[config.mk]
export PLATFORM = sky130hd
export DESIGN_NAME = txdata_framer
export DESIGN_NICKNAME = d
export VERILOG_FILES = /design/src/rtl/txdata_framer.sv
export SDC_FILE = /design/constraint.sdc
export NUM_CORES = 1
export LEC_CHECK = 0
export BUFFER_PORTS_ARGS = -buffer_cell sky130_fd_sc_hd__buf_2
export CAP_MARGIN = 10
export CELL_PAD_IN_SITES_DETAIL_PLACEMENT = 1
export CELL_PAD_IN_SITES_GLOBAL_PLACEMENT = 1
export CORE_ASPECT_RATIO = 1.1
export CORE_MARGIN = 5
export CORE_UTILIZATION = 40
export DETAILED_ROUTE_END_ITERATION = 6
export MAX_ROUTING_LAYER = met4
export PLACE_DENSITY_LB_ADDON = 0.1
export SLEW_MARGIN = 20
export SYNTH_ARGS = -nofsm -noshare
export SYNTH_HDL_FRONTEND = slang
export SYNTH_SLANG_ARGS = --single-unit
[constraint.sdc]
create_clock -name txusrclk2 -period 5 [get_ports txusrclk2]
set_clock_uncertainty 0.1 [all_clocks]
set_input_delay 1 -clock txusrclk2 [delete_from_list [all_inputs] [get_ports txusrclk2]]
set_output_delay 1 -clock txusrclk2 [all_outputs]
set_load 0.1 [all_outputs]
[src/rtl/txdata_framer.sv]
// Transceiver TX framer: link training with K28.5 comma words, then user payload
// with periodic comma insertion so the far-end receiver keeps word alignment.
module txdata_framer #(
   parameter int COMMA_PERIOD = 256,
   parameter int TRAIN_MIN    = 1024
) (
   input  logic        txusrclk2,
   input  logic        rst,
   input  logic        tx_ready,
   input  logic        remote_aligned,
   input  logic [31:0] s_tdata,
   input  logic        s_tvalid,
   output logic        s_tready,
   output logic [31:0] txdata,
   output logic [7:0]  txctrl2,
   output logic [15:0] txctrl0,
   output logic [15:0] txctrl1,
   output logic        tx8b10ben,
   output logic        link_up,
   output logic        comma_sent
);

   localparam logic [31:0] COMMA_WORD  = 32'h5050_50BC;
   localparam logic [15:0] PERIOD_LAST = 16'(COMMA_PERIOD - 1);
   localparam logic [15:0] TRAIN_LIMIT = 16'(TRAIN_MIN);

   typedef enum logic [1:0] {
      WAIT  = 2'd0,
      TRAIN = 2'd1,
      DATA  = 2'd2
   } state_t;

   state_t      state;
   state_t      state_next;
   logic [15:0] train_cnt;
   logic [15:0] train_next;
   logic [15:0] period_cnt;
   logic [15:0] period_next;
   logic        ra_meta;
   logic        ra_sync;
   logic [31:0] word_next;
   logic [7:0]  ctrl_next;
   logic        comma_next;
   logic        link_next;
   logic        accept;

   assign txctrl0   = 16'h0000;
   assign txctrl1   = 16'h0000;
   assign tx8b10ben = 1'b1;

   // Ready is withheld on the forced-comma slot and whenever the datapath drops.
   assign s_tready = (state == DATA) && (period_cnt != PERIOD_LAST) && tx_ready && !rst;
   assign accept   = s_tvalid & s_tready;

   always_comb begin
      state_next  = state;
      train_next  = train_cnt;
      period_next = period_cnt;
      word_next   = COMMA_WORD;
      ctrl_next   = 8'h01;
      comma_next  = 1'b1;
      if (!tx_ready) begin
         state_next  = WAIT;
         train_next  = 16'd0;
         period_next = 16'd0;
      end else begin
         case (state)
            WAIT: begin
               state_next  = TRAIN;
               train_next  = 16'd0;
               period_next = 16'd0;
            end
            TRAIN: begin
               if ((train_cnt >= TRAIN_LIMIT) && ra_sync) begin
                  state_next  = DATA;
                  period_next = 16'd0;
               end else if (train_cnt != 16'hFFFF) begin
                  train_next = train_cnt + 16'd1;
               end else begin
                  train_next = train_cnt;
               end
            end
            DATA: begin
               // An accepted word is always driven, even if alignment is lost now.
               if (accept) begin
                  word_next   = s_tdata;
                  ctrl_next   = 8'h00;
                  comma_next  = 1'b0;
                  period_next = period_cnt + 16'd1;
               end else begin
                  period_next = 16'd0;
               end
               if (!ra_sync) begin
                  state_next  = TRAIN;
                  train_next  = 16'd0;
                  period_next = 16'd0;
               end else begin
                  state_next = DATA;
               end
            end
            default: begin
               state_next  = WAIT;
               train_next  = 16'd0;
               period_next = 16'd0;
            end
         endcase
      end
      link_next = (state_next == DATA);
   end

   always_ff @(posedge txusrclk2) begin
      if (rst) begin
         state      <= WAIT;
         train_cnt  <= 16'd0;
         period_cnt <= 16'd0;
         ra_meta    <= 1'b0;
         ra_sync    <= 1'b0;
         txdata     <= COMMA_WORD;
         txctrl2    <= 8'h01;
         comma_sent <= 1'b0;
         link_up    <= 1'b0;
      end else begin
         state      <= state_next;
         train_cnt  <= train_next;
         period_cnt <= period_next;
         ra_meta    <= remote_aligned;
         ra_sync    <= ra_meta;
         txdata     <= word_next;
         txctrl2    <= ctrl_next;
         comma_sent <= comma_next;
         link_up    <= link_next;
      end
   end

endmodule

# Word level (Yosys, flattened, before mapping)
# Index checks and enable logic that the tools add are counted.
[totals]
ff_bits = 78
output_inout_bits = 76
[classes]
addsub = 2
n_lt_le_gt_ge = 1
n_eq_ne = 9
n_mux = 16
bitwise = 4
reduce_logical = 10
[op_table]
columns = ["cell", "count"]
rows = [
  ["$mux 16", 6],
  ["$pmux 16 s2", 2],
  ["$add 16x1->16 const B", 2],
  ["$ge 16x11->1 const B", 1],
  ["$ne 16x16->1 const B", 1],
  ["$ne 16x8->1 const B", 1],
  ["$ne 2x2->1 const B", 4],
  ["$mux 2", 3],
  ["$pmux 2 s3", 1],
  ["$eq 2x2->1 const B", 2],
  ["$logic_and 1x1->1", 4],
  ["$mux 1", 4],
  ["$reduce_or 4->1", 1],
  ["$not 1->1", 3],
  ["$reduce_and 3->1", 1],
  ["$reduce_or 3->1", 1],
  ["$eq 2x1->1 const B", 1],
  ["$logic_not 2->1", 1],
  ["$reduce_or 2->1", 1],
  ["$and 1x1->1", 1],
  ["$logic_not 1->1", 1],
]

# Longest topological paths before layout
# Gate-level depths: netlist of run 1.
[logic_depth]
depth_word = 8
mapped_depth = 7

# Worst setup path after synthesis of run 1
# OpenSTA, ideal clock, no wires.
[synth_timing]
kind = "input to output"
start = "input port tx_ready"
end = "output port s_tready"
arrival_time_ns = 2.106
required_ns = 3.900
path_slack_ns = 1.794
path_stages = 2
n_path_buf = 0
path_cell_list = "nor4bb_1 > and2_1"
[synth_between]
elab_chain_cells = 2
[synth_rtl]
columns = ["item", "line", "text"]
rows = [
  ["start, declared", "9", "input logic tx_ready,"],
  ["$logic_and 1x1->1 (2 in series)", "52", "assign s_tready = (state == DATA) && (period_cnt != PERIOD_LAST) && tx_ready && !rst;"],
  ["end, declared", "13", "output logic s_tready,"],
]
# No other way between the ends.

# Final worst setup path of run 1
[layout_timing]
start = "register period_cnt[3]"
end = "output port s_tready"
[layout_between]
elab_chain_cells = 4
[layout_rtl]
columns = ["item", "line", "text"]
rows = [
  ["start, declared", "37", "logic [15:0] period_cnt;"],
  ["start signal, assigned", "125", "period_cnt <= period_next;"],
  ["$ne 16x8->1", "52", ""],
  ["$logic_and 1x1->1 (3 in series)", "52", ""],
]
# No other way between the ends.

==> results of run 1 <==
report_power, final:
part           switching (mW)  internal, mW
clock network           0.213         0.331
logic                   0.149        0.0164
registers             0.00217         0.567
synthesized netlist by cell type (2+ instances only):
cell and n:
a211oi_1 6, a21oi_1 15, a31oi_1 2, and2_1 23
and3_1 7, and4_1 4, buf_2 4, buf_4 41
clkbuf_1 12, conb_1 2, dfxtp_1 71, ha_1 3
inv_1 8, mux2i_1 13, nand2_1 29, nand2b_1 24
nand3_1 13, nand3b_1 4, nand4_1 10, nor2_1 5
nor2b_1 4, nor4_1 9, nor4bb_1 2, o211ai_1 6
o21ai_0 3, o31ai_1 10, or4_1 11, or4b_2 2
metal layers:
layer	routed length (µm)	up-vias
met5	0	-
met4	138	0
met3	695	11
met2	3550	89
met1	3450	1272
li1	-	1336
worst paths after layout:
check                                           startpoint                     to  slack (ns)
worst max register to register  period_cnt[3]$_SDFFE_PP0P_  txdata[11]$_SDFF_PP0_        2.49
worst min-delay path                    ra_meta$_SDFF_PP0_     ra_sync$_SDFF_PP0_        0.34
worst min register to register          ra_meta$_SDFF_PP0_     ra_sync$_SDFF_PP0_        0.34
worst max-delay path            period_cnt[3]$_SDFFE_PP0P_               s_tready        1.66
metrics by stage:
stage	cell area (µm²)	hold WS (ns)	instances	power [mW]	utilization [%]
CTS	3830	0.343	541	1.29	47.9
global placement	3590	0.324	526	0.746	44.9
detailed placement	3590	0.325	526	0.747	44.9
finish	3830	0.340	541	1.28	47.9
global route	3830	0.367	541	1.32	47.9
floorplan	3450	0.314	400	0.754	-
cells by family after synthesis:
kind of cell / Yosys count
AO/OA/AOI/OAI: 54
adder cells (fa/ha/maj): 3
other: 2
XOR/XNOR: 1
buffers and inverters: 65
multiplexers: 13
flip-flops: 71
AND/OR/NAND/NOR: 153
area by class of cell:
cell class                      count  share of cell area [%]
Sequential cell                    71                    37.1
Multi-Input combinational cell    264                    42.4
Timing Repair Buffer               75                    10.0
Clock inverter                      5                    2.81
Clock buffer                       10                    3.33
Inverter                            8                   0.784
Tap cell                          108                    3.53
registers in the layout, indices dropped and copies added, names as in the netlist:
name	cells
ra_sync	1
period_cnt	16
train_cnt	16
ra_meta	1
link_up	1
txdata	32
comma_sent	1
state	2
txctrl2	1
==> metrics.yaml, run 1 <==
status: "completed"
fin_ws_ns: 1.66
tightest_slew_ns: 0.946
synth.top_cell.area_share_pct: 43.0
worstSetupEndpointType: "output port"
synth_top_area_cell: "dfxtp_1"
grt_usage_pct: 15.8
synth_compound_gate_area_share_pct: 11.6
layout_commonest_cell: "buf_2"
synth_mux_area_share_pct: 3.94
final.min_clock_period_ns: 3.34
synth_simple_gate_area_share_pct: 27.6
clk_pin_slew_ns: 0.08
setup_violations: 0
port_buffers: 72
place.gp.congestion: 0.732
drv_slew: 0
cts_setup_buffers: 0
io_pins: 113
grt_max_degree: 35
ys.flop_type: "dfxtp_1"
worstPathMaxFanout: 13
vias: 2708
synth_seq_cells: 71
drive_gt1_share_pct: 22.6
crit_slowest_cell: "nand4_1"
holdPathStages: 1
grt_pass1_vias: 2760
async_flop_share_pct: 0
fin_nets: 469
die_y_um: 105
synth_xor_area_share_pct: 0.265
hold_violations: 0
ys_seq_area_share_pct: 43.0
start_kind: "register"
viasPerCell: 5.01
syn_area_um2: 3310
crit_arrival_ns: 2.24
antenna_found_initial: 0
met3_usage_pct: 6.74
synth_top_family_by_area: "simple AND/OR/NAND/NOR gates"
use_met1_pct: 18.4
mostFrequentLayoutCells: "72 x buf_2, 71 x dfxtp_1, 40 x conb_1"
holdBufCountCts: 0
p_leak_nw: 1.51
drt-pass1-iter-count: 4
cp.required_ns: 3.90
grt_pass1_wl_um: 12900
synthTopCellsByArea: "dfxtp_1 43%, buf_4 9.3%, nand2b_1 4.5%"
num_antenna_cells: 0
synth.avg_cell_area_um2: 9.13
dp.final_hpwl_um: 5940
multi_input_area_um2: 1620
criticalPathCategory: "reg -> out"
drtAntennaViolNets: 0
clock_latency_ns: 0.34
max_cap_violations: 0
top_usage_layer: "met2"
grt_setup_unrepaired: "false"
synthAdderAreaFrac_pct: 1.14
max_stage_delay_ns: 0.46
ctsResizeCount: 0
ys_warn_count: 0
cts_buffer_depth: 2
die_x_um: 96.7
core_um2: 8000
area_growth_syn_to_layout_pct: 15.8
postRouteWirelength_um: 7840
path_depth: 4
grt_overflow_total: 0
clock.fmax_ghz: 0.299
h-tree-depth: 3
routedWlPerCell_um: 14.5
pre_cts_ws_ns: 1.80
synth-edff-count: 0
cts_sinks: 71
path_cells: "and4_1 > nand4_1 > and2_1 > buf_2"
start_util_pct: 41.3
synthCells: 362
cts_tree: "built"
seqCellArea_um2: 1420
r2r_cells: 4
fin_crit_sh_pct: 66.8
path_delay_family: "simple AND/OR/NAND/NOR gates"
die_area_um2: 10200
ir_drop_uv: 182
path_buf_inv: 1
fin_setup_tns_ns: 0
powerDensity_nw_per_um2: 334
hp-class: "reg -> reg"
rows: 34
route.detailed.drc: 0
drt-initial-drc-count: 94
ctsRootBufferMaster: "clkbuf_8"
cts_buffers: 9
relSlewSlack_pct: 36.9
nFillCells: 1000
synth_cell_types: 47
gr-usage-met2_pct: 24.2
Power figures use the tool's default switching activity.
==> run 2, diff against run 1 <==
--- a/config.mk
+++ b/config.mk
@@ -5,13 +5,14 @@
 export SDC_FILE = /design/constraint.sdc
 export NUM_CORES = 1
 export LEC_CHECK = 0
+export ABC_AREA = 1
 export BUFFER_PORTS_ARGS = -buffer_cell sky130_fd_sc_hd__buf_2
 export CAP_MARGIN = 10
 export CELL_PAD_IN_SITES_DETAIL_PLACEMENT = 1
 export CELL_PAD_IN_SITES_GLOBAL_PLACEMENT = 1
 export CORE_ASPECT_RATIO = 1.1
 export CORE_MARGIN = 5
-export CORE_UTILIZATION = 40
+export CORE_UTILIZATION = 32
 export DETAILED_ROUTE_END_ITERATION = 6
 export MAX_ROUTING_LAYER = met4
 export PLACE_DENSITY_LB_ADDON = 0.1
==> constraint.sdc (replaced) <==
create_clock -name txusrclk2 -period 3 [get_ports txusrclk2]
set_clock_uncertainty 0.1 [all_clocks]
set_input_delay 0.6 -clock txusrclk2 [delete_from_list [all_inputs] [get_ports txusrclk2]]
set_output_delay 0.6 -clock txusrclk2 [all_outputs]
set_load 0.1 [all_outputs]
==> metrics.yaml, run 2 <==
ys.flop_type: "dfxtp_1"  # unchanged
worstPathMaxFanout: 5  # was 13
die_y_um: 119  # was 105 µm
drt-pass1-iter-count: 4  # unchanged
ys_warn_count: 0  # unchanged
grt_pass1_vias: 3091  # was 2760
top_regs: "txdata (32), period_cnt (16), train_cnt (16)"  # unchanged
vias: 2991  # was 2708
synthTopCellsByArea: "dfxtp_1 41%, nand2_1 11%, nor2_1 11%"  # was dfxtp_1 43%, buf_4 9.3%, nand2b_1 4.5%
route.detailed.drc: 0  # unchanged
area_growth_syn_to_layout_pct: 17.8  # was 15.8%
p_leak_nw: 1.78  # was 1.51 nW
cts_buffer_depth: 2  # unchanged
relSlewSlack_pct: 54.3  # was 36.9%
async_flop_share_pct: 0  # unchanged
drive_gt1_share_pct: 21.5  # was 22.6%
cts_sinks: 71  # unchanged
grt_overflow_total: 0  # unchanged
start_util_pct: 33.1  # was 41.3%
largest_reg_flops: 32  # unchanged
rows: 39  # was 34
synth.most_common_cell: "nand2_1"  # was dfxtp_1
core_um2: 10500  # was 8000 µm²
rr_endpoint: "train_cnt[8]$_SDFFE_PP0P_"  # was txdata[11]$_SDFF_PP0_
postRouteWirelength_um: 8730  # was 7840 µm
synth_common_cells: "101 x nand2_1, 99 x nor2_1, 71 x dfxtp_1, 59 x inv_1, 45 x buf_4"  # was 71 x dfxtp_1, 41 x buf_4, 29 x nand2_1, 24 x nand2b_1, 23 x and2_1
grt_setup_unrepaired: "false"  # unchanged
worstSetupEndpointType: "output port"  # unchanged
io_pins: 113  # unchanged
fin_crit_sh_pct: 82.1
ir_drop_uv: 260  # was 182 µV
grt_pass1_wl_um: 14600  # was 12900 µm
tightest_slew_ns: 0.684  # was 0.946 ns
setup_violations: 0  # unchanged
routedWlPerCell_um: 12.3  # was 14.5 µm
synth_cell_types: 34  # was 47
cts_setup_buffers: 0  # unchanged
hold_path_end: "ra_sync$_SDFF_PP0_"  # unchanged
met3_usage_pct: 4.11  # was 6.74%
synth_seq_cells: 71  # unchanged
place.gp.congestion: 0.816  # was 0.732
fin_setup_tns_ns: 0  # unchanged
viasPerCell: 4.23  # was 5.01
cp.required_ns: 2.30  # was 3.90 ns
r2r_cells: 10  # was 4
start_kind: "register"  # unchanged
cts_tree: "built"  # unchanged
grt_max_degree: 35  # unchanged
hp-class: "reg -> reg"  # unchanged
holdBufCountCts: 0  # unchanged
synth.avg_cell_area_um2: 7.14  # was 9.13 µm²
pre_cts_ws_ns: 0.752  # was 1.80 ns
r2r_start: "train_cnt[0]$_SDFFE_PP0P_"  # was period_cnt[3]$_SDFFE_PP0P_
drt-initial-drc-count: 81  # was 94
cts_buffers: 9  # unchanged
min_from: "ra_meta$_SDFF_PP0_"  # unchanged
final.min_clock_period_ns: 2.46
drv_slew: 0  # unchanged
mostFrequentLayoutCells: "101 x nand2_1, 99 x nor2_1, 72 x buf_2"  # was 72 x buf_2, 71 x dfxtp_1, 40 x conb_1
synth_top_area_cell: "dfxtp_1"  # unchanged
h-tree-depth: 3  # unchanged
antenna_found_initial: 0  # unchanged
port_buffers: 72  # unchanged
criticalPathCategory: "reg -> out"  # unchanged
dp.final_hpwl_um: 6660  # was 5940 µm
clock_latency_ns: 0.34  # about the same
timing.hold.ws_ns: 0.312  # was 0.340 ns
top_register: "txdata"  # unchanged
ctsRootBufferMaster: "clkbuf_16"  # was clkbuf_8
use_met1_pct: 15.8  # was 18.4%
num_antenna_cells: 0  # unchanged
r2r_slack_ns: 0.93  # was 2.49 ns
die_area_um2: 13000  # was 10200 µm²
gr-usage-met2_pct: 25.2  # was 24.2%
holdPathStages: 2  # was 1
drtAntennaViolNets: 0  # unchanged
nFillCells: 1387  # was 1000
fin_ws_ns: 0.538  # was 1.66 ns
placed_cell_area_um2: 3790  # was 3590 µm²
crit_arrival_ns: 1.76  # was 2.24 ns
fin_nets: 599  # was 469
clock.fmax_ghz: 0.406
fin_util_pct: 38.9  # was 47.9%
grt_usage_pct: 14.7  # was 15.8%
synth-edff-count: 0  # unchanged
top_usage_layer: "met2"  # unchanged
powerDensity_nw_per_um2: 565  # was 334 nW/µm²
ys_seq_area_share_pct: 41.0  # was 43.0%
clk_pin_slew_ns: 0.06  # was 0.08 ns
max_cap_violations: 0  # unchanged
die_x_um: 109  # was 96.7 µm
hold_violations: 0  # unchanged
status: "completed"  # unchanged
synthCells: 486  # was 362
synth.top_cell.area_share_pct: 41.0  # was 43.0%
syn_area_um2: 3470  # was 3310 µm²
ctsResizeCount: 0  # unchanged
layout_commonest_cell: "nand2_1"  # was buf_2
finalInstanceArea_um2: 4090  # was 3830 µm²
[run 2: power breakdown]
group          internal (mW)  switching (mW)  leakage (nW)
logic                 0.0241           0.252          1.06
registers              0.946         0.00359         0.573
clock network          0.650           0.433         0.143
total                   1.62           0.688          1.78
[run 2: layer usage]
metal,wire [µm],vias up
met5,0,-
met4,161,0
met3,360,11
met2,4560,45
met1,3640,1385
li1,-,1550
[run 2: layout make-up]
cell class	count	area, µm²	area share (%)
Inverter	62	234	5.73
Timing Repair Buffer	74	375	9.19
Clock buffer	10	229	5.60
Multi-Input combinational cell	341	1580	38.6
Clock inverter	6	68.8	1.68
Sequential cell	71	1420	34.8
Tap cell	143	179	4.38
[run 2: worst max path at each step]
stage	cells past startpoint	to	from	slack (ns)
floorplan	5	s_tready	rst	0.78
global placement	7	s_tready	rst	0.75
detailed placement	7	s_tready	rst	0.75
CTS	7	s_tready	period_cnt[0]$_SDFFE_PP0P_	0.49
global route	7	s_tready	period_cnt[1]$_SDFFE_PP0P_	0.37
finish	7	s_tready	period_cnt[0]$_SDFFE_PP0P_	0.54
[run 2: cells by family after synthesis]
family,after synthesis,synth area share (%)
XOR/XNOR,7,1.77
buffers and inverters,112,17.6
flip-flops,71,41.0
other,2,0.217
AO/OA/AOI/OAI,32,5.81
adder cells (fa/ha/maj),3,1.08
AND/OR/NAND/NOR,259,32.5
[run 2: critical path, stage by stage, from the launching register on]
cell and delay, ns:
dfxtp_1 0.36, ha_1 0.17, nand2_1 0.09, nor2_2 0.25, nand3_1 0.13, nand2_1 0.09
inv_1 0.04, buf_2 0.28
[run 2: through the flow]
step / std cells / power [mW]
floorplan: 524 / 1.26
global placement: 691 / 1.24
detailed placement: 691 / 1.25
CTS: 707 / 2.34
global route: 707 / 2.41
finish: 707 / 2.31
==> run 3, diff against run 2 <==
--- a/config.mk
+++ b/config.mk
@@ -12,7 +12,7 @@
 export CELL_PAD_IN_SITES_GLOBAL_PLACEMENT = 1
 export CORE_ASPECT_RATIO = 1.1
 export CORE_MARGIN = 5
-export CORE_UTILIZATION = 32
+export CORE_UTILIZATION = 35
 export DETAILED_ROUTE_END_ITERATION = 6
 export MAX_ROUTING_LAYER = met4
 export PLACE_DENSITY_LB_ADDON = 0.1
==> constraint.sdc (replaced) <==
create_clock -name txusrclk2 -period 2.3 [get_ports txusrclk2]
set_clock_uncertainty 0.1 [all_clocks]
set_input_delay 0.46 -clock txusrclk2 [delete_from_list [all_inputs] [get_ports txusrclk2]]
set_output_delay 0.46 -clock txusrclk2 [all_outputs]
set_load 0.1 [all_outputs]
==> metrics.yaml, run 3 (synthesis results as in run 2) <==
status: "completed"  # unchanged
top_regs: "txdata (32), period_cnt (16), train_cnt (16)"  # unchanged
viasPerCell: 4.33  # was 4.23
final.min_clock_period_ns: 2.12
core_um2: 9790  # was 10500 µm²
vias: 2980  # was 2991
r2r_cells: 10  # unchanged
grt_overflow_total: 0  # unchanged
ctsResizeCount: 0  # unchanged
rows: 38  # was 39
port_buffers: 72  # unchanged
rr_endpoint: "train_cnt[15]$_SDFFE_PP0P_"  # was train_cnt[8]$_SDFFE_PP0P_
cts_tree: "built"  # unchanged
routedWlPerCell_um: 12.7  # was 12.3 µm
pre_cts_ws_ns: 0.390  # was 0.752 ns
largest_reg_flops: 32  # unchanged
place.gp.congestion: 0.813  # was 0.816
min_from: "s_tdata[3]"  # was ra_meta$_SDFF_PP0_
start_kind: "register"  # unchanged
fin_cells: 688  # was 707
fin_nets: 603  # was 599
dp_cells: 672  # was 691
route.detailed.drc: 0  # unchanged
grt_pass1_vias: 3145  # was 3091
grt_max_degree: 39  # was 35
fin_ws_ns: 0.175  # was 0.538 ns
clock.fmax_ghz: 0.471
holdBufCountCts: 0  # unchanged
drt-initial-drc-count: 82  # was 81
powerDensity_nw_per_um2: 651  # was 565 nW/µm²
crit_slowest_cell: "dfxtp_1"  # unchanged
drv_slew: 0  # unchanged
num_antenna_cells: 0  # unchanged
fin_crit_sh_pct: 92.4
area_growth_syn_to_layout_pct: 15.4  # was 17.8%
clock_latency_ns: 0.34  # about the same
drtAntennaViolNets: 0  # unchanged
p_leak_nw: 1.75  # was 1.78 nW
grt_usage_pct: 15.2  # was 14.7%
cts_sinks: 71  # unchanged
multi_input_area_um2: 1580  # unchanged
timing.hold.ws_ns: 0.192  # was 0.312 ns
seqCellArea_um2: 1420  # unchanged
r2r_slack_ns: 0.39  # was 0.93 ns
hold_violations: 0  # unchanged
die_y_um: 114  # was 119 µm
fin_util_pct: 40.9  # was 38.9%
dp.final_hpwl_um: 6820  # was 6660 µm
criticalPathCategory: "reg -> out"  # unchanged
nFillCells: 1279  # was 1387
mostFrequentLayoutCells: "101 x nand2_1, 99 x nor2_1, 71 x dfxtp_1, 71 x buf_2, 59 x inv_1"  # was 101 x nand2_1, 99 x nor2_1, 72 x buf_2
max_cap_violations: 0  # unchanged
die_area_um2: 12000  # was 13000 µm²
die_x_um: 105  # was 109 µm
worstPathMaxFanout: 3  # was 5
drt-pass1-iter-count: 4  # unchanged
cts_buffers: 9  # unchanged
layout_commonest_cell: "nand2_1"  # unchanged
r2r_start: "train_cnt[0]$_SDFFE_PP0P_"  # unchanged
ctsRootBufferMaster: "clkbuf_8"  # was clkbuf_16
cp.required_ns: 1.74  # was 2.30 ns
hp-class: "in -> reg"  # was reg -> reg
cts_setup_buffers: 0  # unchanged
hold_path_end: "txdata[3]$_SDFF_PP1_"  # was ra_sync$_SDFF_PP0_
grt_setup_unrepaired: "false"  # unchanged
holdPathStages: 2  # unchanged
setup_violations: 0  # unchanged
grt_pass1_wl_um: 14600  # about the same
worstSetupEndpointType: "output port"  # unchanged
start_util_pct: 35.4  # was 33.1%
h-tree-depth: 3  # unchanged
io_pins: 113  # unchanged
clk_pin_slew_ns: 0.08  # was 0.06 ns
fin_setup_tns_ns: 0  # unchanged
crit_arrival_ns: 1.56  # was 1.76 ns
cts_buffer_depth: 2  # unchanged
max_stage_delay_ns: 0.36  # about the same
cp_common_cell: "nand2_1"  # unchanged
top_register: "txdata"  # unchanged
drive_gt1_share_pct: 22.0  # was 21.5%
postRouteWirelength_um: 8750  # was 8730 µm
ir_drop_uv: 282  # was 260 µV
path_cells: "ha_1 > nand2_1 > nor2_2 > nand3_1 > nand2_1 > inv_1 > buf_12"  # was ha_1 > nand2_1 > nor2_2 > nand3_1 > nand2_1 > inv_1 > buf_2
antenna_found_initial: 0  # unchanged
run 3: cell type report:
class	instances	area share, %
clock buffers	10	3.19
flip-flops and latches	71	35.5
repair buffers	78	10.5
multi-input cells	341	39.4
well taps	120	3.75
inverters	62	5.85
clock inverters	6	1.75
run 3: how the worst max path moves through the flow:
stage | startpoint | end | slack, ns | cells after the start
final | period_cnt[1]$_SDFFE_PP0P_ | s_tready | 0.18 | 7
after global routing | period_cnt[0]$_SDFFE_PP0P_ | s_tready | 0.04 | 7
after CTS | period_cnt[1]$_SDFFE_PP0P_ | s_tready | 0.13 | 7
after detailed placement | train_cnt[0]$_SDFFE_PP0P_ | train_cnt[11]$_SDFFE_PP0P_ | 0.39 | 11
after global placement | train_cnt[0]$_SDFFE_PP0P_ | train_cnt[15]$_SDFFE_PP0P_ | 0.41 | 10
after floorplan | period_cnt[0]$_SDFFE_PP0P_ | s_tready | 0.35 | 6
run 3: worst max-delay path: cells and delay by family (launching register included):
kind / cells / cell delay (ns)
DFF: 1 / 0.36
adders and majority gates: 1 / 0.17
and+or+nand+nor: 4 / 0.47
buffers and inverters: 2 / 0.22
run 3: stage by stage:
step / area [µm²] / total power, mW
global route: 4000 / 2.71
finish: 4000 / 2.61
floorplan: 3610 / 1.64
global placement: 3800 / 1.63
detailed placement: 3800 / 1.63
CTS: 4000 / 2.65
run 3: layer usage:
layer	vias up	part of all wire (%)	global-route usage [%]
met2	33	54	27.3
li1	1547	-	-
met1	1389	41	16.9
met4	0	1.4	5.46
met5	-	0	-
met3	11	2.7	2.59
run 3: power by group:
group / internal [mW] / switching, mW
clock: 0.507 / 0.500
combinational: 0.0331 / 0.329
sequential: 1.23 / 0.00489
total: 1.77 / 0.834
